**src/rtl/rv_boot_ctrl.sv**
```systemverilog
// Run-control sequencer for the rvMagic core: streams an image into I-mem, releases the
// core, then ends the run on a tohost store or a cycle-count timeout.
module rv_boot_ctrl #(
   parameter int unsigned           ADDR_WIDTH  = 32,
   parameter int unsigned           WORD_WIDTH  = 32,
   parameter logic [ADDR_WIDTH-1:0] BASE_ADDR   = '0,
   parameter int unsigned           MAX_WORDS   = 1024,
   parameter logic [ADDR_WIDTH-1:0] TOHOST_ADDR = 'h1000,
   parameter int unsigned           RST_HOLD    = 4,
   parameter int unsigned           TIMEOUT     = 1_000_000
) (
   input  logic                  clk,
   input  logic                  rst_n,
   input  logic                  start_i,
   input  logic                  abort_i,
   input  logic                  ld_valid_i,
   output logic                  ld_ready_o,
   input  logic [WORD_WIDTH-1:0] ld_data_i,
   input  logic                  ld_last_i,
   output logic                  imem_we_o,
   output logic [ADDR_WIDTH-1:0] imem_waddr_o,
   output logic [WORD_WIDTH-1:0] imem_wdata_o,
   output logic                  core_rst_n_o,
   input  logic [ADDR_WIDTH-1:0] mon_addr_i,
   input  logic                  mon_write_i,
   input  logic [WORD_WIDTH-1:0] mon_data_i,
   output logic                  busy_o,
   output logic                  done_o,
   output logic                  pass_o,
   output logic                  timeout_o,
   output logic                  overflow_o,
   output logic [WORD_WIDTH-1:0] exit_code_o,
   output logic [31:0]           cycle_count_o
);

   localparam int unsigned WcntW = $clog2(MAX_WORDS) + 1;

   typedef enum logic [2:0] {StIdle, StLoad, StHold, StRun, StDone} state_e;

   state_e                state_q, state_d;
   logic [WcntW-1:0]      wcnt_q;
   logic [31:0]           hcnt_q;
   logic [31:0]           cycle_count_q;
   logic                  core_rst_n_q, pass_q, timeout_q, overflow_q;
   logic [WORD_WIDTH-1:0] exit_code_q;

   logic                  ld_hs, wcnt_full, tohost_hit, timeout_hit, hold_end;
   logic [ADDR_WIDTH-1:0] woff;

   assign ld_hs       = (state_q == StLoad) && ld_valid_i;
   assign wcnt_full   = (wcnt_q == WcntW'(MAX_WORDS - 1));
   assign tohost_hit  = (state_q == StRun) && mon_write_i && (mon_addr_i == TOHOST_ADDR);
   assign timeout_hit = (state_q == StRun) && (cycle_count_q == 32'(TIMEOUT - 1));
   assign hold_end    = (hcnt_q == 32'(RST_HOLD - 1));
   assign woff        = ADDR_WIDTH'(wcnt_q) << 2;

   always_comb begin
      state_d = state_q;
      if (abort_i) begin
         state_d = StIdle;
      end else begin
         case (state_q)
            StIdle, StDone: if (start_i) state_d = StLoad;
            StLoad: begin
               if (ld_hs) begin
                  if (ld_last_i)      state_d = StHold;
                  else if (wcnt_full) state_d = StDone;
               end
            end
            StHold:  if (hold_end) state_d = StRun;
            StRun:   if (tohost_hit || timeout_hit) state_d = StDone;
            default: state_d = StIdle;
         endcase
      end
   end

   always_ff @(posedge clk or negedge rst_n) begin
      if (!rst_n) begin
         state_q       <= StIdle;
         wcnt_q        <= '0;
         hcnt_q        <= '0;
         cycle_count_q <= '0;
         core_rst_n_q  <= 1'b0;
         pass_q        <= 1'b0;
         timeout_q     <= 1'b0;
         overflow_q    <= 1'b0;
         exit_code_q   <= '0;
      end else begin
         state_q      <= state_d;
         core_rst_n_q <= (state_d == StRun);
         // Abort clears the flags but keeps cycle_count and exit_code for post-mortem.
         if (abort_i) begin
            pass_q     <= 1'b0;
            timeout_q  <= 1'b0;
            overflow_q <= 1'b0;
         end else begin
            case (state_q)
               StIdle, StDone: begin
                  if (start_i) begin
                     wcnt_q      <= '0;
                     pass_q      <= 1'b0;
                     timeout_q   <= 1'b0;
                     overflow_q  <= 1'b0;
                     exit_code_q <= '0;
                  end
               end
               StLoad: begin
                  if (ld_hs) begin
                     wcnt_q <= wcnt_q + WcntW'(1);
                     if (ld_last_i) begin
                        hcnt_q        <= '0;
                        cycle_count_q <= '0;
                     end else if (wcnt_full) begin
                        overflow_q <= 1'b1;
                     end
                  end
               end
               StHold: hcnt_q <= hcnt_q + 32'd1;
               StRun: begin
                  if (cycle_count_q != '1) cycle_count_q <= cycle_count_q + 32'd1;
                  // A tohost store in the timeout cycle takes precedence.
                  if (tohost_hit) begin
                     exit_code_q <= mon_data_i;
                     pass_q      <= (mon_data_i == WORD_WIDTH'(1));
                  end else if (timeout_hit) begin
                     timeout_q <= 1'b1;
                  end
               end
               default: ;
            endcase
         end
      end
   end

   assign ld_ready_o    = (state_q == StLoad);
   assign imem_we_o     = ld_hs;
   assign imem_waddr_o  = BASE_ADDR + woff;
   assign imem_wdata_o  = ld_data_i;
   assign core_rst_n_o  = core_rst_n_q;
   assign busy_o        = (state_q == StLoad) || (state_q == StHold) || (state_q == StRun);
   assign done_o        = (state_q == StDone);
   assign pass_o        = pass_q;
   assign timeout_o     = timeout_q;
   assign overflow_o    = overflow_q;
   assign exit_code_o   = exit_code_q;
   assign cycle_count_o = cycle_count_q;

endmodule

```
**config.mk**
```make
export PLATFORM = sky130hd
export DESIGN_NAME = rv_boot_ctrl
export DESIGN_NICKNAME = d
export VERILOG_FILES = /design/src/rtl/rv_boot_ctrl.sv
export SDC_FILE = /design/constraint.sdc
export NUM_CORES = 1
export LEC_CHECK = 0
export ABC_CLOCK_PERIOD_IN_PS = 2400
export CORE_MARGIN = 1
export CORE_UTILIZATION = 35
export CTS_CLUSTER_DIAMETER = 80
export CTS_CLUSTER_SIZE = 14
export DETAILED_ROUTE_END_ITERATION = 8
export PLACE_DENSITY_LB_ADDON = 0.15
export REMOVE_ABC_BUFFERS = 1
export SLEW_MARGIN = 30
export SYNTH_ARGS = -nofsm -noshare
export SYNTH_HDL_FRONTEND = slang
export SYNTH_SLANG_ARGS = --single-unit
export TNS_END_PERCENT = 30
```
**constraint.sdc**
```tcl
create_clock -name clk -period 2.4 [get_ports clk]
set_input_delay 0.48 -clock clk [delete_from_list [all_inputs] [get_ports clk]]
set_output_delay 0.48 -clock clk [all_outputs]
set_load 0.02 [all_outputs]
```
### Word level (Yosys, flattened, before mapping)

Index checks and enable logic that the tools add are counted.

| storage, ports and cells | value |
|---|---|
| flip-flop bits (word level) | 114 |
| input port bits | 103 |

| cells by class | value |
|---|---|
| $add $sub $neg | 3 |
| equal/unequal tests | 23 |
| multiplexer cells | 32 |
| bitwise logic cells | 1 |
| reductions and logical operators | 22 |

Operators with widths:

| cell | number |
|---|---|
| $pmux 32 s2 | 3 |
| $mux 32 | 5 |
| $add 32x1->32 const B | 2 |
| $eq 32x1->1 const B | 1 |
| $eq 32x13->1 const B | 1 |
| $eq 32x2->1 const B | 1 |
| $eq 32x20->1 const B | 1 |
| $ne 32x32->1 const B | 1 |
| $mux 11 | 2 |
| $pmux 11 s2 | 1 |
| $mux 3 | 7 |
| $reduce_and 4->1 | 4 |
| $ne 3x3->1 const B | 5 |
| $pmux 3 s4 | 1 |
| $add 11x1->11 const B | 1 |
| $eq 11x10->1 const B | 1 |
| $mux 1 | 10 |
| $reduce_and 5->1 | 2 |
| $eq 3x2->1 const B | 3 |
| $reduce_bool 2->1 | 4 |
| $ne 2x1->1 const B | 3 |
| $ne 3x2->1 const B | 2 |
| $pmux 1 s2 | 3 |
| $reduce_bool 3->1 | 2 |
| 9 further kinds | 15 |

### Logic depth before layout (Yosys ltp)

Gate-level depths: netlist (run 1).

| depth | value |
|---|---|
| word-level depth | 8 |
| depth in mapped cells | 8 |
| mapped depth without buffers | 6 |

### Least setup slack after synthesis (run 1)

Ideal clock, no wire load.

| timing | value |
|---|---|
| kind | register to register |
| from | reg cycle_count_q[0], in the netlist cycle_count_o[0] |
| to | reg cycle_count_q[1], in the netlist cycle_count_o[1] |
| arrival | 2.028 ns |
| setup slack | 0.248 ns |
| stages on the path, launching flop included | 7 |
| buffers on the path | 0 |
| clock period less this slack | 2.152 ns |
| cells stage by stage | dfrtp_1 ha_1 nand4_1 nor4_4 nand4_2 nand2_1 mux2_2 |

| on the way | value |
|---|---|
| cells in the longest elaborated chain, start to end | 3 |
| elaborated cells between the ends (all ways) | 6 |
| classes of those cells | add/sub: 1; eq/ne: 2; mux: 2; reduce/logical: 1 |

RTL lines:

| what | RTL line | RTL |
|---|---|---|
| start: declaration | 43 | `logic [31:0] cycle_count_q;` |
| start signal: assignment | 120 | `if (cycle_count_q != '1) cycle_count_q <= cycle_count_q + 32'd1;` |
| $add 32x1->32 / $ne 32x32->1 (equally long branches) | 120 |  |
| $mux 32 / $ne 2x1->1 (equally long branches) | - |  |
| $pmux 32 s2 / $reduce_and 5->1 (equally long branches) | - |  |

Several ways; a longest one is shown, not always the timed one. The select of a mux whose other input is x is not followed.
A chain may end at the register's enable or synchronous reset.

### Worst setup path in the final report (run 1)

| timing | value |
|---|---|
| from | reg state_q[0] |
| to | out ld_ready_o |

| on the way | value |
|---|---|
| cells in the longest elaborated chain, start to end | 1 |

RTL lines:

| what | RTL line | RTL |
|---|---|---|
| start: declaration | 40 | `state_e state_q, state_d;` |
| start signal: assignment | 79 | `state_q <= StIdle;` |
| start signal: assignment | 89 | `state_q <= state_d;` |
| $eq 3x1->1 | 135 | `assign ld_ready_o = (state_q == StLoad);` |
| end: declaration | 17 | `output logic ld_ready_o,` |

No other way between the ends.

==> results of run 1 <==
[metal layers]
layer / up-vias / global-route usage
met5: - / 0.02005
met4: 0 / 0.05556
met3: 15 / 0.07020
met2: 262 / 0.3369
met1: 3010 / 0.2806
li1: 2921 / -
[power by group through the flow]
stage	logic [mW]	clock network, mW	registers (mW)
finish	0.511	2.68	2.07
global route	0.556	2.84	2.08
CTS	0.520	2.75	2.06
detailed placement	0.516	0	2.10
global placement	0.508	0	2.09
floorplan	0.180	0	2.10
[worst max path at each step]
stage          slack (ps)  depth (start not counted)               to
5_1_grt                30                          2       ld_ready_o
3_5_place_dp         -210                          7       hcnt_q[26]
6_report              100                          2       ld_ready_o
4_1_cts               -10                          3        imem_we_o
3_3_place_gp         -160                          7       hcnt_q[26]
2_1_floorplan        -710                          4  exit_code_o[10]
[cells by family (layout without fill, tap and decap cells)]
group	Yosys count	count (layout)	share of synthesized area
compound gates	136	136	0.1339
fa+ha+maj	3	3	0.005680
xor+xnor	34	34	0.04506
flops	114	114	0.4317
simple gates	346	346	0.2847
mux	4	4	0.006626
buf+inv	101	245	0.09182
other cells	1	21	0.0005674
[stage by stage]
step | utilization | TNS [ps] | power (mW) | instances | hold slack (ps)
6_report | 0.4954 | 0 | 5.262 | 1132 | 45.37
5_1_grt | 0.4954 | 0 | 5.470 | 1132 | 85.52
4_1_cts | 0.4949 | -14.27 | 5.332 | 1132 | 52.75
3_5_place_dp | 0.4604 | -7564 | 2.612 | 1100 | 495.6
3_3_place_gp | 0.4604 | -3438 | 2.600 | 1100 | 484.3
2_1_floorplan | - | -25980 | 2.278 | 664 | 184.4
[what timing repair did]
| item | CTS | global route |
|---|---|---|
| gates resized for setup | 4 | 3 |
| pin swaps | 0 | 1 |
| setup buffers | 0 | 0 |
| endpoints found under the setup margin | 4 | 9 |
[worst max-delay path: cells and delay by family, from the launching register on]
kind	cells	cell delay, ps
buf+inv	1	650
flops	1	480
simple gates	1	290
[area by class of cell]
cell class,count,area [sq um],share of cell area
clock buffer,20,436.7,0.04841
clock inverter,12,187.7,0.02080
inverter,6,22.52,0.002497
multi-input combinational,544,3236,0.3587
sequential,114,2855,0.3165
tap,229,286.5,0.03176
timing repair buffer,207,1997,0.2214
[cells in the final DEF, fill, tap and decap left out, types with 7 or more instances in the layout]
cell	netlist	layout
a21oi_1	15	15
a31oi_1	23	23
and3_1	11	11
and4_1	7	7
buf_4	56	50
clkbuf_16	0	17
clkdlybuf4s50_1	0	149
conb_1	1	21
dfrtp_1	114	112
nand2_1	106	106
nand3_1	36	36
nand4_1	32	32
nor2_1	60	60
nor3_1	12	12
nor4_1	28	28
o21ai_0	39	39
o31ai_1	26	26
or3_1	8	8
xnor2_1	7	7
xor2_1	27	27
[state kept, by name (all words and copies together), names as in the netlist]
register	count
state_q	3
pass_o	1
timeout_o	1
hcnt_q	32
core_rst_n_o	1
cycle_count_o	32
exit_code_o	32
overflow_o	1
wcnt_q	11
==> impl_metrics.tcl, run 1 <==
set metrics [dict create \
    antenna_found_initial 0 \
    layout.nets 996 \
    worst_pin_slew_ps 517.9 \
    drcViolationCount 0 \
    yosys-top-cells-area "dfrtp_1, buf_4, nand2_1, xor2_1, nor2_1" \
    ys_types 65 \
    critPathLaunch "state_q[0]" \
    maxCapViolCount 0 \
    grt_pass1_wl_um 32940 \
    num_rows 49 \
    yosysMostFrequentCell "dfrtp_1" \
    power_frac_seq 0.393 \
    wl_per_cell_um 18.21 \
    syn_area_sq_um 6609 \
    highest_layer "met4" \
    status "complete, no violations" \
    grt_max_degree 64 \
    yosysSeqAreaShare 0.4317 \
    place_hpwl_um 15220 \
    numClockSinks 114 \
    synth_ff_type "dfrtp_1" \
    syn_area_per_cell_sq_um 8.943 \
    fmax_ghz 0.4340 \
    slowest_delay_ps 650 \
    ir_drop_uv 520.5 \
    pre_cts_slack_ps -209.2 \
    antenna_cells 0 \
    die_w_um 139.4 \
    timing.rr.start "cycle_count_o[11]" \
    hold_viol_final 0 \
    setup_viol 0 \
    hold_buffers 0 \
    crit_path_top_delay_cell "clkdlybuf4s50_1" \
    ys_seq_elements 114 \
    dr_wl_met3_um 1723 \
    viasPerCell 5.484 \
    first_global_vias 6011 \
    power.switching_mw 1.202 \
    port_buffers 153 \
    slew_viol_final 0 \
    power_density_nw_per_um2 583.3 \
    htree_levels 4 \
    r2r_end "cycle_count_o[10]" \
    switching_share 0.2284 \
    fin_ws_ps 96.01 \
    crit_arrival_ps 1820 \
    critical_path_class "reg2out" \
    wl_met2_um 9491 \
    cts_root_buf "clkbuf_16" \
    die_y_um 139.4 \
    numCtsBuffers 17 \
    final_area_sq_um 9021 \
    required_ps 1920 \
    clkPwrFrac 0.510 \
    synthTopCellsByCount "dfrtp_1, nand2_1, nor2_1" \
    yosysTopAreaCellShare 0.4317 \
    cp-start-kind "flip-flop" \
    cts_tree "done" \
    critPathCaptureType "output port" \
    area_growth_pct 36.50 \
    min_period_ps 2304 \
    timing.slew.headroom 0.6541 \
    crit_path_max_fanout 9 \
    clkTransAtPathRegs_ps 60 \
    syn-instance-count 739 \
    async_flop_share 1.000 \
    finalCritPeriodShare 0.9600 \
    power_leakage_nw 3.811 \
    postRouteAntennaNets 0 \
    drt_first_pass_iters 6 \
    skew_ps 6.880 \
    drt_iter0_markers 363 \
    track_usage 0.2142 \
    dr_total_vias 6208 \
    rsz0062_at_grt "false" \
    synth_area_leader_cell "dfrtp_1" \
    p_int_mw 4.061 \
    gp_congestion 0.8524 \
    dieArea_sq_um 19440 \
    insertion_delay_ps 410 \
    drive_above_1_share 0.1218 \
    wl_met1_um 9189 \
    clk_path_buf_depth 2 \
    nFillCells 1709 \
    synth.yosys.warnings 0 \
    start_util 0.3629 \
    ios 239 \
    reg2reg_slack_ps 150 \
    wl_um 20610 \
    grt.overflow.total 0 \
    comb_power_share 0.097 \
    synth_edf_count 0 \
    core_sq_um 18210 \
    hp-class "in2async" \
    reg2reg_depth 7 \
    postPlaceCellArea_sq_um 8383 \
    cp_cell_sequence "nor3b_2 > clkdlybuf4s50_1" \
]
(Power assumes the default switching activity.)
==> inputs of run 2 (changes only) <==
--- a/config.mk
+++ b/config.mk
@@ -17,4 +17,3 @@
 export SYNTH_ARGS = -nofsm -noshare
 export SYNTH_HDL_FRONTEND = slang
 export SYNTH_SLANG_ARGS = --single-unit
-export TNS_END_PERCENT = 30
==> run 2 against run 1 <==
Maximum frequency up 0.12%. Combinational power about the same. Final area about the same. Clock power about the same. Non-clock buffer count unchanged. Via count down 0.19%. Core utilization about the same. Highest routed layer unchanged.
==> impl_metrics.tcl, run 2 (same netlist as run 1, synthesis figures left out) <==
set metrics [dict create \
    cp-start-kind "flip-flop" \
    crit_arrival_ps 1820 \
    core_sq_um 18210 \
    crit_path_max_fanout 9 \
    ir_drop_uv 519.7 \
    skew_ps 7.042 \
    antenna_found_initial 0 \
    drt_iter0_markers 371 \
    wl_um 20590 \
    gp_congestion 0.8524 \
    dr_total_vias 6196 \
    dp.cells 1100 \
    required_ps 1920 \
    critical_path_class "reg2out" \
    cts_root_buf "clkbuf_16" \
    timing.slew.headroom 0.6542 \
    num_rows 49 \
    setup_viol 0 \
    drive_above_1_share 0.1218 \
    nFillCells 1707 \
    area_growth_pct 36.44 \
    slew_viol_final 0 \
    start_util 0.3629 \
    grt_max_degree 64 \
    layout.nets 996 \
    power_leakage_nw 3.799 \
    power_density_nw_per_um2 583.6 \
    numCtsBuffers 17 \
    setup_tns_ps 0 \
    clkTransAtPathRegs_ps 60 \
    hold_viol_final 0 \
    drt_first_pass_iters 6 \
    final_util 0.4952 \
    track_usage 0.2142 \
    viasPerCell 5.473 \
    rsz0062_at_grt "false" \
    postCtsSetupBuffers 0 \
    ios 239 \
    wl_per_cell_um 18.19 \
    maxCapViolCount 0 \
    grt.overflow.total 0 \
    postRouteAntennaNets 0 \
    insertion_delay_ps 410 \
    grt_pass1_wl_um 32940 \
    antenna_cells 0 \
    htree_levels 4 \
    min_period_ps 2301 \
    hp-class "in2async" \
    drcViolationCount 0 \
    cts_tree "done" \
    port_buffers 153 \
    clk_path_buf_depth 2 \
    finalNonFillerCells 1132 \
    layout_commonest_cell "clkdlybuf4s50_1" \
    first_global_vias 6011 \
    hold_buffers 0 \
    critPathCaptureType "output port" \
    die_w_um 139.4 \
    status "complete, no violations" \
    finalCritPeriodShare 0.9588 \
    die_y_um 139.4 \
    mostFrequentLayoutCells "clkdlybuf4s50_1, dfrtp_1, nand2_1, nor2_1, buf_4" \
    fmax_ghz 0.4346 \
    dieArea_sq_um 19440 \
    place_hpwl_um 15220 \
    numClockSinks 114 \
    worst_pin_slew_ps 517.7 \
]
==> run 2: path summary, 6_finish.rpt <==
| check | start | endpoint | slack (ps) | cells after the start |
|---|---|---|---|---|
| setup / recovery | state_q[0] | ld_ready_o | 100 | 2 |
| hold / removal | rst_n | wcnt_q[2] | 40 | 1 |
| setup reg to reg | cycle_count_o[11] | cycle_count_o[10] | 160 | 7 |
| hold reg to reg | pass_o | pass_o | 520 | 1 |
| max in group asynchronous | rst_n | state_q[1] | 1650 | 2 |
| min in group clk | pass_o | pass_o | 520 | 1 |
==> run 2: area by class of cell <==
class | count | area, sq um | share of cell area
inverter | 6 | 22.52 | 0.002498
timing repair buffer | 207 | 1993 | 0.2210
tap | 229 | 286.5 | 0.03177
clock buffer | 20 | 436.7 | 0.04843
sequential | 114 | 2855 | 0.3166
multi-input combinational | 544 | 3236 | 0.3588
clock inverter | 12 | 187.7 | 0.02081
==> run 2: report_power, final <==
group          internal [mW]  switching, mW  leakage [nW]  total (mW)
clock                   1.83          0.859         0.307        2.69
sequential              1.98         0.0855          1.58        2.07
combinational          0.253          0.258          1.91       0.511
total                   4.06           1.20          3.80        5.26
==> run 2: critical path, stage by stage (launching register included) <==
cell and delay (ps):
dfrtp_2 480, nor3b_2 290, clkdlybuf4s50_1 650
==> run 2: routing by layer <==
layer  part of all wire  vias to the layer above  GRT usage
li1                   -                     2920          -
met1               0.44                     2989     0.2806
met2               0.46                      272     0.3369
met3              0.086                       15    0.07020
met4             0.0099                        0    0.05556
met5                  0                        -    0.02005
==> run 2: per-stage QoR <==
stage | area, sq um | hold slack (ps) | setup slack (ps) | power [mW]
6_report | 9017 | 44.73 | 98.78 | 5.263
5_1_grt | 9017 | 85.52 | 27.25 | 5.470
4_1_cts | 9010 | 52.75 | 16.11 | 5.331
3_5_place_dp | 8383 | 495.6 | -209.2 | 2.612
3_3_place_gp | 8383 | 484.3 | -156.5 | 2.600
2_1_floorplan | 6100 | 184.4 | -707.1 | 2.278
==> run 2: timing repair <==
| action | in CTS | in global routing |
|---|---|---|
| pin swaps | 0 | 1 |
| gates resized for setup | 5 | 2 |
| setup endpoints to repair | 4 | 8 |
